===== src/rtl/prio_arb_rr_if.sv =====
// prio_arb_rr_if: bundle of request/grant signals between requesters and the
// priority/round-robin arbiter.
//   en        : arbitration enable (requester side -> arbiter)
//   mode      : 0 = fixed MSB-first, 1 = round-robin
//   req[N]    : request vector, bit i = requester i
//   done      : grantee releases the resource
//   gnt[N]    : one-hot registered grant (arbiter -> requester side)
//   gnt_idx   : binary index of the grantee
//   gnt_valid : grant active
//   gnt_cnt   : saturating count of grants issued
// Modport master = requester side, slave = arbiter.
interface prio_arb_rr_if #(
  parameter int N    = 8,
  parameter int IDXW = 3,
  parameter int CW   = 16
);
  logic            en;
  logic            mode;
  logic [N-1:0]    req;
  logic            done;
  logic [N-1:0]    gnt;
  logic [IDXW-1:0] gnt_idx;
  logic            gnt_valid;
  logic [CW-1:0]   gnt_cnt;

  modport master (
    output en, mode, req, done,
    input  gnt, gnt_idx, gnt_valid, gnt_cnt
  );

  modport slave (
    input  en, mode, req, done,
    output gnt, gnt_idx, gnt_valid, gnt_cnt
  );
endinterface


===== src/rtl/prio_arb_rr.sv =====
// prio_arb_rr: registered N-way arbiter with fixed MSB-first or round-robin
// selection. A grant is locked until the grantee raises done or drops its
// request; a release always leaves at least one idle cycle before the next
// grant. Every output comes straight from a flop.
// Ports:
//   clk   : rising-edge clock
//   rst_n : asynchronous active-low reset
//   bus   : prio_arb_rr_if.slave (en, mode, req, done in; gnt, gnt_idx,
//           gnt_valid, gnt_cnt out)
module prio_arb_rr #(
  parameter int N    = 8,
  parameter int IDXW = 3,
  parameter int CW   = 16
) (
  input  logic          clk,
  input  logic          rst_n,
  prio_arb_rr_if.slave  bus
);

  localparam logic [0:0] ST_IDLE = 1'b0;
  localparam logic [0:0] ST_BUSY = 1'b1;

  logic [0:0]      state_q,     state_d;
  logic [N-1:0]    gnt_q,       gnt_d;
  logic [IDXW-1:0] gnt_idx_q,   gnt_idx_d;
  logic            gnt_valid_q, gnt_valid_d;
  logic [CW-1:0]   gnt_cnt_q,   gnt_cnt_d;
  logic [IDXW-1:0] ptr_q,       ptr_d;

  logic [IDXW-1:0] hi_all_s;   // highest set request index
  logic [IDXW-1:0] hi_le_s;    // highest set request index <= ptr
  logic            any_le_s;   // some request at or below ptr
  logic [IDXW-1:0] win_s;
  logic            release_s;

  // Highest-set-bit searches: overall, and restricted to indices <= ptr.
  // A descending round-robin scan from ptr with wrap picks the highest set
  // bit <= ptr if one exists, otherwise the highest set bit overall.
  always_comb begin
    hi_all_s = '0;
    hi_le_s  = '0;
    any_le_s = 1'b0;
    for (int i = 0; i < N; i++) begin
      if (bus.req[i]) begin
        hi_all_s = IDXW'(i);
        if (IDXW'(i) <= ptr_q) begin
          hi_le_s  = IDXW'(i);
          any_le_s = 1'b1;
        end else begin
          any_le_s = any_le_s;
        end
      end else begin
        hi_all_s = hi_all_s;
      end
    end
  end

  assign win_s = (bus.mode && any_le_s) ? hi_le_s : hi_all_s;

  // Release when the grantee signals done or its own request bit drops;
  // both together still form one release.
  assign release_s = bus.done || ((bus.req & gnt_q) == '0);

  // Next-state and next-output logic for the IDLE/BUSY controller.
  always_comb begin
    state_d     = state_q;
    gnt_d       = gnt_q;
    gnt_idx_d   = gnt_idx_q;
    gnt_valid_d = gnt_valid_q;
    gnt_cnt_d   = gnt_cnt_q;
    ptr_d       = ptr_q;
    case (state_q)
      ST_IDLE: begin
        if (bus.en && (bus.req != '0)) begin
          state_d     = ST_BUSY;
          gnt_d       = {{(N-1){1'b0}}, 1'b1} << win_s;
          gnt_idx_d   = win_s;
          gnt_valid_d = 1'b1;
          if (gnt_cnt_q != {CW{1'b1}}) begin
            gnt_cnt_d = gnt_cnt_q + {{(CW-1){1'b0}}, 1'b1};
          end else begin
            gnt_cnt_d = gnt_cnt_q;
          end
          if (bus.mode) begin
            ptr_d = (win_s == '0) ? IDXW'(N-1) : (win_s - {{(IDXW-1){1'b0}}, 1'b1});
          end else begin
            ptr_d = ptr_q;
          end
        end else begin
          gnt_d       = '0;
          gnt_idx_d   = '0;
          gnt_valid_d = 1'b0;
        end
      end
      ST_BUSY: begin
        if (release_s) begin
          state_d     = ST_IDLE;
          gnt_d       = '0;
          gnt_idx_d   = '0;
          gnt_valid_d = 1'b0;
        end else begin
          state_d = ST_BUSY;
        end
      end
      default: begin
        state_d     = ST_IDLE;
        gnt_d       = '0;
        gnt_idx_d   = '0;
        gnt_valid_d = 1'b0;
      end
    endcase
  end

  // State and output registers; reset aborts any grant immediately.
  always_ff @(posedge clk or negedge rst_n) begin
    if (!rst_n) begin
      state_q     <= ST_IDLE;
      gnt_q       <= '0;
      gnt_idx_q   <= '0;
      gnt_valid_q <= 1'b0;
      gnt_cnt_q   <= '0;
      ptr_q       <= IDXW'(N-1);
    end else begin
      state_q     <= state_d;
      gnt_q       <= gnt_d;
      gnt_idx_q   <= gnt_idx_d;
      gnt_valid_q <= gnt_valid_d;
      gnt_cnt_q   <= gnt_cnt_d;
      ptr_q       <= ptr_d;
    end
  end

  assign bus.gnt       = gnt_q;
  assign bus.gnt_idx   = gnt_idx_q;
  assign bus.gnt_valid = gnt_valid_q;
  assign bus.gnt_cnt   = gnt_cnt_q;

endmodule


===== src/flat_wrapper.sv =====
// flat-port wrapper written by rule: the top's interface ports become plain ports
module prio_arb_rr_flat 
#(
  parameter int N    = 8,
  parameter int IDXW = 3,
  parameter int CW   = 16
)
  (clk, rst_n, bus_en, bus_mode, bus_req, bus_done, bus_gnt, bus_gnt_idx, bus_gnt_valid, bus_gnt_cnt);
  prio_arb_rr_if #(.N(N), .IDXW(IDXW), .CW(CW)) bus_i ();
  input  logic clk;
  input  logic rst_n;
  input wire logic [$bits(bus_i.en)-1:0] bus_en;
  input wire logic [$bits(bus_i.mode)-1:0] bus_mode;
  input wire logic [$bits(bus_i.req)-1:0] bus_req;
  input wire logic [$bits(bus_i.done)-1:0] bus_done;
  output wire logic [$bits(bus_i.gnt)-1:0] bus_gnt;
  output wire logic [$bits(bus_i.gnt_idx)-1:0] bus_gnt_idx;
  output wire logic [$bits(bus_i.gnt_valid)-1:0] bus_gnt_valid;
  output wire logic [$bits(bus_i.gnt_cnt)-1:0] bus_gnt_cnt;
  assign bus_i.en = bus_en;
  assign bus_i.mode = bus_mode;
  assign bus_i.req = bus_req;
  assign bus_i.done = bus_done;
  assign bus_gnt = bus_i.gnt;
  assign bus_gnt_idx = bus_i.gnt_idx;
  assign bus_gnt_valid = bus_i.gnt_valid;
  assign bus_gnt_cnt = bus_i.gnt_cnt;
  prio_arb_rr #(.N(N), .IDXW(IDXW), .CW(CW)) u_core (.clk(clk), .rst_n(rst_n), .bus(bus_i));
endmodule

===== config.mk =====
export PLATFORM = sky130hd
export DESIGN_NAME = prio_arb_rr_flat
export DESIGN_NICKNAME = d
export VERILOG_FILES = /design/src/rtl/prio_arb_rr_if.sv /design/src/rtl/prio_arb_rr.sv /design/src/flat_wrapper.sv
export SDC_FILE = /design/constraint.sdc
export NUM_CORES = 1
export LEC_CHECK = 0
export ABC_AREA = 1
export CAP_MARGIN = 20
export CORE_UTILIZATION = 55
export CTS_CLUSTER_SIZE = 25
export DETAILED_ROUTE_END_ITERATION = 16
export HOLD_SLACK_MARGIN = 0.06
export PLACE_DENSITY = 0.83
export RECOVER_POWER = 25
export SLEW_MARGIN = 20
export SYNTH_ARGS = -nofsm -noshare
export SYNTH_HDL_FRONTEND = slang
export SYNTH_SLANG_ARGS = --single-unit

===== constraint.sdc =====
create_clock -name clk -period 3.7 [get_ports clk]
set_clock_uncertainty 0.05 [all_clocks]
set_input_delay 1.11 -clock clk [delete_from_list [all_inputs] [get_ports clk]]
set_output_delay 1.11 -clock clk [all_outputs]
set_load 0.01 [all_outputs]

**Yosys cells after proc, flatten, opt, wreduce, memory -nomap -nowiden**

Cells that the tools add are included.

- Register bits: 32
- Word-level logic and storage cells: 79
- Output and inout port bits: 28

- Eq/ne operators: 2
- Reductions and logical operators: 8
- Multiplexer cells: 50
- Order comparisons: 8
- Shift-type cells: 1
- Add/subtract/negate cells: 2
- Bitwise gates (word level): 2

Operators with widths:

| kind | count |
|---|---|
| 3-bit two-way mux | 21 |
| 1-bit two-way mux | 21 |
| 16-bit by 1-bit adder with 16-bit output, second input constant | 1 |
| 8-bit two-way mux | 2 |
| 16-bit != test, second input constant | 1 |
| 8-bit case mux with 2 select lines | 1 |
| 3-bit <= comparator, first input constant | 4 |
| 8-bit AND | 1 |
| 8-bit zero test | 1 |
| 8-bit nonzero test | 1 |
| 1-bit by 3-bit left shift with 8-bit output, first input constant | 1 |
| 1-bit by 3-bit <= comparator with 1-bit output, first input constant | 2 |
| 2-bit by 3-bit <= comparator with 1-bit output, first input constant | 2 |
| 3-bit case mux with 2 select lines | 1 |
| 3-bit AND reduction | 2 |
| 2-bit two-way mux | 2 |
| 1-bit case mux with 2 select lines | 2 |
| 3-bit zero test | 1 |
| 3-bit by 1-bit subtractor with 3-bit output, second input constant | 1 |
| 1-bit logical AND | 2 |
| 2-bit != test, second input constant | 1 |
| 1-bit logical OR | 1 |
| 1-bit NOT | 1 |

**Logic depth before layout (Yosys ltp)**

- Word-level depth: 22
- Depth in mapped cells: 16

**Worst setup path before layout**

No wires, ideal clock.

- Kind: input -> register
- From: input port bus_req[5]
- To: register u_core.ptr_q[2]
- Path buffers: 0
- Library setup time: 0.076 ns
- Path slack: 1.280 ns
- Data required time: 3.574 ns
- Cell stages on the path: 15
- Arrival: 2.294 ns
- Cells stage by stage: nand2_1 > inv_1 > nand2_1 > nand2_1 > nor2_1 > nand2_1 > nand2_2 > nor2_1 > nand2_1 > nand2_1 > ha_1 > nor2_1 > nand2_1 > nand3_1 > nand2_1

- Word-level cells in the longest chain between the ends: 9

RTL lines:

| element | RTL line | RTL |
|---|---|---|
| from (decl) | flat_wrapper.sv:14 | `input wire logic [$bits(bus_i.req)-1:0] bus_req;` |
| 1-bit two-way mux | prio_arb_rr.sv:44 | `if (bus.req[i]) begin` |
| 1-bit two-way mux | prio_arb_rr.sv:46 | `if (IDXW'(i) <= ptr_q) begin` |
| 1-bit two-way mux | prio_arb_rr.sv:44 |  |
| 1-bit two-way mux | prio_arb_rr.sv:46 |  |
| 1-bit two-way mux | prio_arb_rr.sv:44 |  |
| 1-bit logical AND | prio_arb_rr.sv:58 | `assign win_s = (bus.mode && any_le_s) ? hi_le_s : hi_all_s;` |
| 3-bit two-way mux | prio_arb_rr.sv:58 |  |
| 3-bit by 1-bit subtractor with 3-bit output or 3-bit zero test (tied branches) | prio_arb_rr.sv:85 | `ptr_d = (win_s == '0) ? IDXW'(N-1) : (win_s - {{(IDXW-1){1'b0}}, 1'b1});` |
| 3-bit two-way mux | prio_arb_rr.sv:85 |  |
| to (signal assigned) | prio_arb_rr.sv:122 | `ptr_q <= IDXW'(N-1);` |
| to (signal assigned) | prio_arb_rr.sv:129 | `ptr_q <= ptr_d;` |
| to (decl) | prio_arb_rr.sv:28 | `logic [IDXW-1:0] ptr_q, ptr_d;` |

Parallel ways exist; a longest one is shown, timed or not.
A chain may end at the register's enable or synchronous reset.

**Final worst setup path**

- From: input port bus_req[7]
- To: register u_core.ptr_q[0]

- Word-level cells in the longest chain between the ends: 5

RTL lines:

| element | RTL line |
|---|---|
| 1-bit two-way mux | prio_arb_rr.sv:44 |
| 1-bit logical AND | prio_arb_rr.sv:58 |
| 3-bit two-way mux | prio_arb_rr.sv:58 |
| 3-bit by 1-bit subtractor with 3-bit output or 3-bit zero test (tied branches) | prio_arb_rr.sv:85 |
| 3-bit two-way mux | prio_arb_rr.sv:85 |

Parallel ways exist; a longest one is shown, timed or not.

==> results.md <==
- The flow ran to the end, but the final reports show violations.
- The checks that failed: max-capacitance violations, max-slew violations.
- The endpoint identified for the worst register-to-register timing path is u_core.ptr_q[0]$_DFFE_PN1P_.
- Ranked by instance count, the synthesized netlist is headed by sky130_fd_sc_hd__nand2_1 (92), sky130_fd_sc_hd__nand3_1 (30), sky130_fd_sc_hd__dfrtp_1 (29).
- Summing every instance area after synthesis gives 1960 um^2.
- Input and output buffers added on the ports amount to 40.
- The starting density of the core is 58.2%.
- The core region is 3360 um^2.
- The number of antenna diodes in the final layout is 0.
- The number of violations reported at the end of detailed-routing iteration 0 is 127.
- The routed design has 4560 um of wire.
- The portion of the clock cycle consumed by the worst path in the final layout is 77.7%.
- Setup repair after global routing left no endpoint under its margin.
- In this run the static leakage power is 1.19 nW.
- Across the VDD grid, the largest voltage drop is 0.000297 V.
- The pin slew with the least headroom to its limit is 1.68 ns.
- The post-CTS repair timing setup buffer count is 0.
- For this run, the slowest stage of the critical path takes 0.51 ns.
- Setup violations remaining at the end of the flow were counted as 0.
- The number of flops mapped to enable cells by yosys is 0.
- The cell area after layout is 2430 um^2.
- In this run the worst setup path terminates at u_core.ptr_q[0]$_DFFE_PN1P_.
- During I/O placement, the number of pins put on the boundary was 41.
- The die is 61.7 um tall.
- The CTS tree is yes.
- Clock-pin slew was measured on the worst setup and hold paths at 0.10 ns.
- The remaining max-slew budget at the tightest pin is -12.2%.
- STA puts the critical path data arrival time at 3.11 ns.
- The maximum clock rate is 0.348 GHz.
- The routed design could run at a clock period as short as 2.87 ns.
- sky130_fd_sc_hd__dfrtp_1 takes more of the synthesized area than any other cell.
- The standard-cell row count is 21.
- Dividing total power by cell area gives a power density of 476 nW/um^2.
- The post-cts resize count is 0.
- For this block, the via count after detailed routing is 1837.
- Averaged over all synthesized cells, the footprint is 7.53 um^2.
- The most common cell in the synthesized netlist is sky130_fd_sc_hd__nand2_1.
- The largest net degree at the start of global routing is 33.
- The relative area change from synthesis to final layout is 24.4%.
- The count of synthesis-stage warnings from yosys is 0.
- The worst setup path is launched from an input pin.
- The count of placed standard cells including taps is 342.
- Yosys attributes the largest share of cell area to sky130_fd_sc_hd__dfrtp_1 (37%), sky130_fd_sc_hd__nand2_1 (18%), sky130_fd_sc_hd__nand3_1 (7.7%), sky130_fd_sc_hd__dfstp_2 (4.0%), sky130_fd_sc_hd__inv_1 (4.0%).
- In this run the worst path has a maximum fanout of 5.
- The number of max-cap violations is 1.
- The fraction of final layout cells sized beyond drive strength 1 is 6.25%.
- The worst hold-check path type is reg2reg.
- The floorplan step set the die width to 61.7 um.
- The required time at the endpoint of the critical path is 3.93 ns.
- The pre-antenna-repair detailed-routing pass consisted of 4 iterations.
- The net total in the final layout is 322.
- The congestion estimate from routability-driven global placement came to 0.935.
- The HPWL reported at the end of detailed placement is 3370 um.
- The wire length of the first global-routing pass is 7090 um.
- The post-route non-filler standard cell count is 350.
- The cell sitting at the root of the clock tree is a sky130_fd_sc_hd__clkbuf_4.
- The detail route stage leaves a number of antenna-violating nets equal to 0.
- For this design, the slowest cell found on the critical path is sky130_fd_sc_hd__clkdlybuf4s50_1.
- CTS built an H-tree with a depth of 2.
- When the netlist entered floorplanning its net count stood at 279.
- The most numerous cell type found on the critical path is sky130_fd_sc_hd__nand2_1.
- The total power consumption of the routed design is 1.16 mW.
- The flip-flop and latch count after synthesis is 32.
- The final number of hold-violating endpoints is 0.
- The detail-routed via count per cell is 5.25.
- The synthesized netlist cell count is 260.
- The CTS sink count is 32.
- The fraction of post-synthesis cell area in the top cell type by area is 37.1%.
- The maximum buffer depth of the clock tree is 2.
- The worst setup path is captured at a register.
- The floorplan die area is 3800 um^2.
- In the synthesized netlist the async set-or-reset flop fraction comes to 100%.
- The number of distinct standard cells referenced by the synthesized netlist is 29.
- In this run the worst setup path begins at bus_req[7].
- The most common flop cell mapped by yosys is sky130_fd_sc_hd__dfrtp_1.
- The logic depth of the worst register-to-register path is 13.
- The share of the yosys chip area belonging to registers is 41.1%.
- Walking the worst path, the cells encountered are clkdlybuf4s50_1, nand2_1, o21ai_1, nor2_1, nand2_1, nand2_2, nor2_1, nand2_1, nand2_1, ha_1, nand3_1, nand3_1, nand2_1, nand2_1.
- The summed negative setup slack over all endpoints is 0 ns.
- The number of hold buffers added after CTS is 0.
- The origin of the critical flop-to-flop path is u_core.ptr_q[2]$_DFFE_PN1P_.
- The latest clock arrival within the worst-skew pair is 0.34 ns.
- The total global-route track usage is 25.6%.
- The number of clock buffers added by TritonCTS is 5.
- The max-slew violation total from the final report was 33.
- The global route total overflow is 0.
- The number of global-route vias before repair is 1610.
- After detailed routing, the average wire length per cell comes to 13.0 um.
- In this run the register-to-register setup slack is 1.47 ns.
- The critical path class is in2reg.
- The initial antenna violation count is 0.
- After detailed routing, the number of remaining DRC violations is 0.
- The placed instances occupy a cell area of 2380 um^2.
through the flow:
| step | setup slack, ns | utilization, % | hold slack [ns] |
|---|---|---|---|
| 3_5_place_dp | 0.513 | 70.8 | 0.418 |
| 5_1_grt | 0.571 | 72.4 | 0.493 |
| 3_3_place_gp | 0.564 | 70.8 | 0.425 |
| 6_report | 0.826 | 72.4 | 0.434 |
| 2_1_floorplan | 1.28 | - | 0.404 |
| 4_1_cts | 0.856 | 72.5 | 0.435 |
registers in the layout, indices dropped and copies added (netlist names):
name,count
u_core.bus.gnt_cnt,16
u_core.bus.gnt,8
u_core.bus.gnt_idx,3
u_core.ptr_q,3
u_core.bus.gnt_valid,1
u_core.state_q,1
cell type report:
class	instances	area, um^2
multi-input combinational	200	1020
clock inverter	3	18.8
inverter	22	82.6
tap	46	57.6
timing repair buffer	42	412
clock buffer	5	37.5
fill	307	930
sequential	32	805
power breakdown:
part	internal [mW]	switching (mW)
registers	0.420	0.0757
logic	0.195	0.262
clock network	0.0729	0.132
metal layers:
| layer | wire length, um | global-route usage (%) |
|---|---|---|
| met5 | 0 | 0 |
| met4 | 56 | 8.25 |
| met3 | 237 | 5.25 |
| met2 | 2280 | 44.5 |
| met1 | 1990 | 31.9 |
logic make-up after synthesis:
group | share of synthesized area (%)
AO/OA/AOI/OAI | 6.59
XOR/XNOR | 6.71
AND/OR/NAND/NOR | 35.0
flip-flops | 41.1
adder cells (fa/ha/maj) | 3.84
buffers and inverters | 6.71
critical path: cells and delay by family:
| family | cells | cell delay (ns) |
|---|---|---|
| adders and majority gates | 1 | 0.25 |
| buffers and inverters | 1 | 0.51 |
| AOI/OAI and AO/OA | 1 | 0.20 |
| and+or+nand+nor | 11 | 1.04 |
worst min-delay path by stage:
stage | startpoint | slack (ns) | to | depth (start not counted)
after global placement | u_core.ptr_q[0]$_DFFE_PN1P_ | 0.43 | u_core.ptr_q[0]$_DFFE_PN1P_ | 2
after detailed placement | u_core.ptr_q[0]$_DFFE_PN1P_ | 0.42 | u_core.ptr_q[0]$_DFFE_PN1P_ | 2
after CTS | u_core.ptr_q[0]$_DFFE_PN1P_ | 0.43 | u_core.ptr_q[0]$_DFFE_PN1P_ | 2
final | u_core.ptr_q[0]$_DFFE_PN1P_ | 0.43 | u_core.ptr_q[0]$_DFFE_PN1P_ | 2
after global routing | u_core.ptr_q[0]$_DFFE_PN1P_ | 0.49 | u_core.ptr_q[0]$_DFFE_PN1P_ | 2
after floorplan | u_core.ptr_q[0]$_DFFE_PN1P_ | 0.40 | u_core.ptr_q[0]$_DFFE_PN1P_ | 2
cells in the final DEF, fill, tap and decap left out, types with 3 or more instances in the layout:
cell type / instances
sky130_fd_sc_hd__nand2_2: 4
sky130_fd_sc_hd__nand2_1: 92
sky130_fd_sc_hd__dfrtp_1: 29
sky130_fd_sc_hd__xnor2_1: 7
sky130_fd_sc_hd__nand4_1: 5
sky130_fd_sc_hd__clkdlybuf4s50_1: 39
sky130_fd_sc_hd__clkbuf_4: 5
sky130_fd_sc_hd__o21ai_0: 12
sky130_fd_sc_hd__a21oi_1: 3
sky130_fd_sc_hd__nand3_1: 30
sky130_fd_sc_hd__nor2_1: 15
sky130_fd_sc_hd__xor2_1: 8
sky130_fd_sc_hd__dfstp_2: 3
sky130_fd_sc_hd__nor3_1: 4
sky130_fd_sc_hd__ha_1: 6
sky130_fd_sc_hd__inv_1: 21
(Power assumes the default switching activity.)
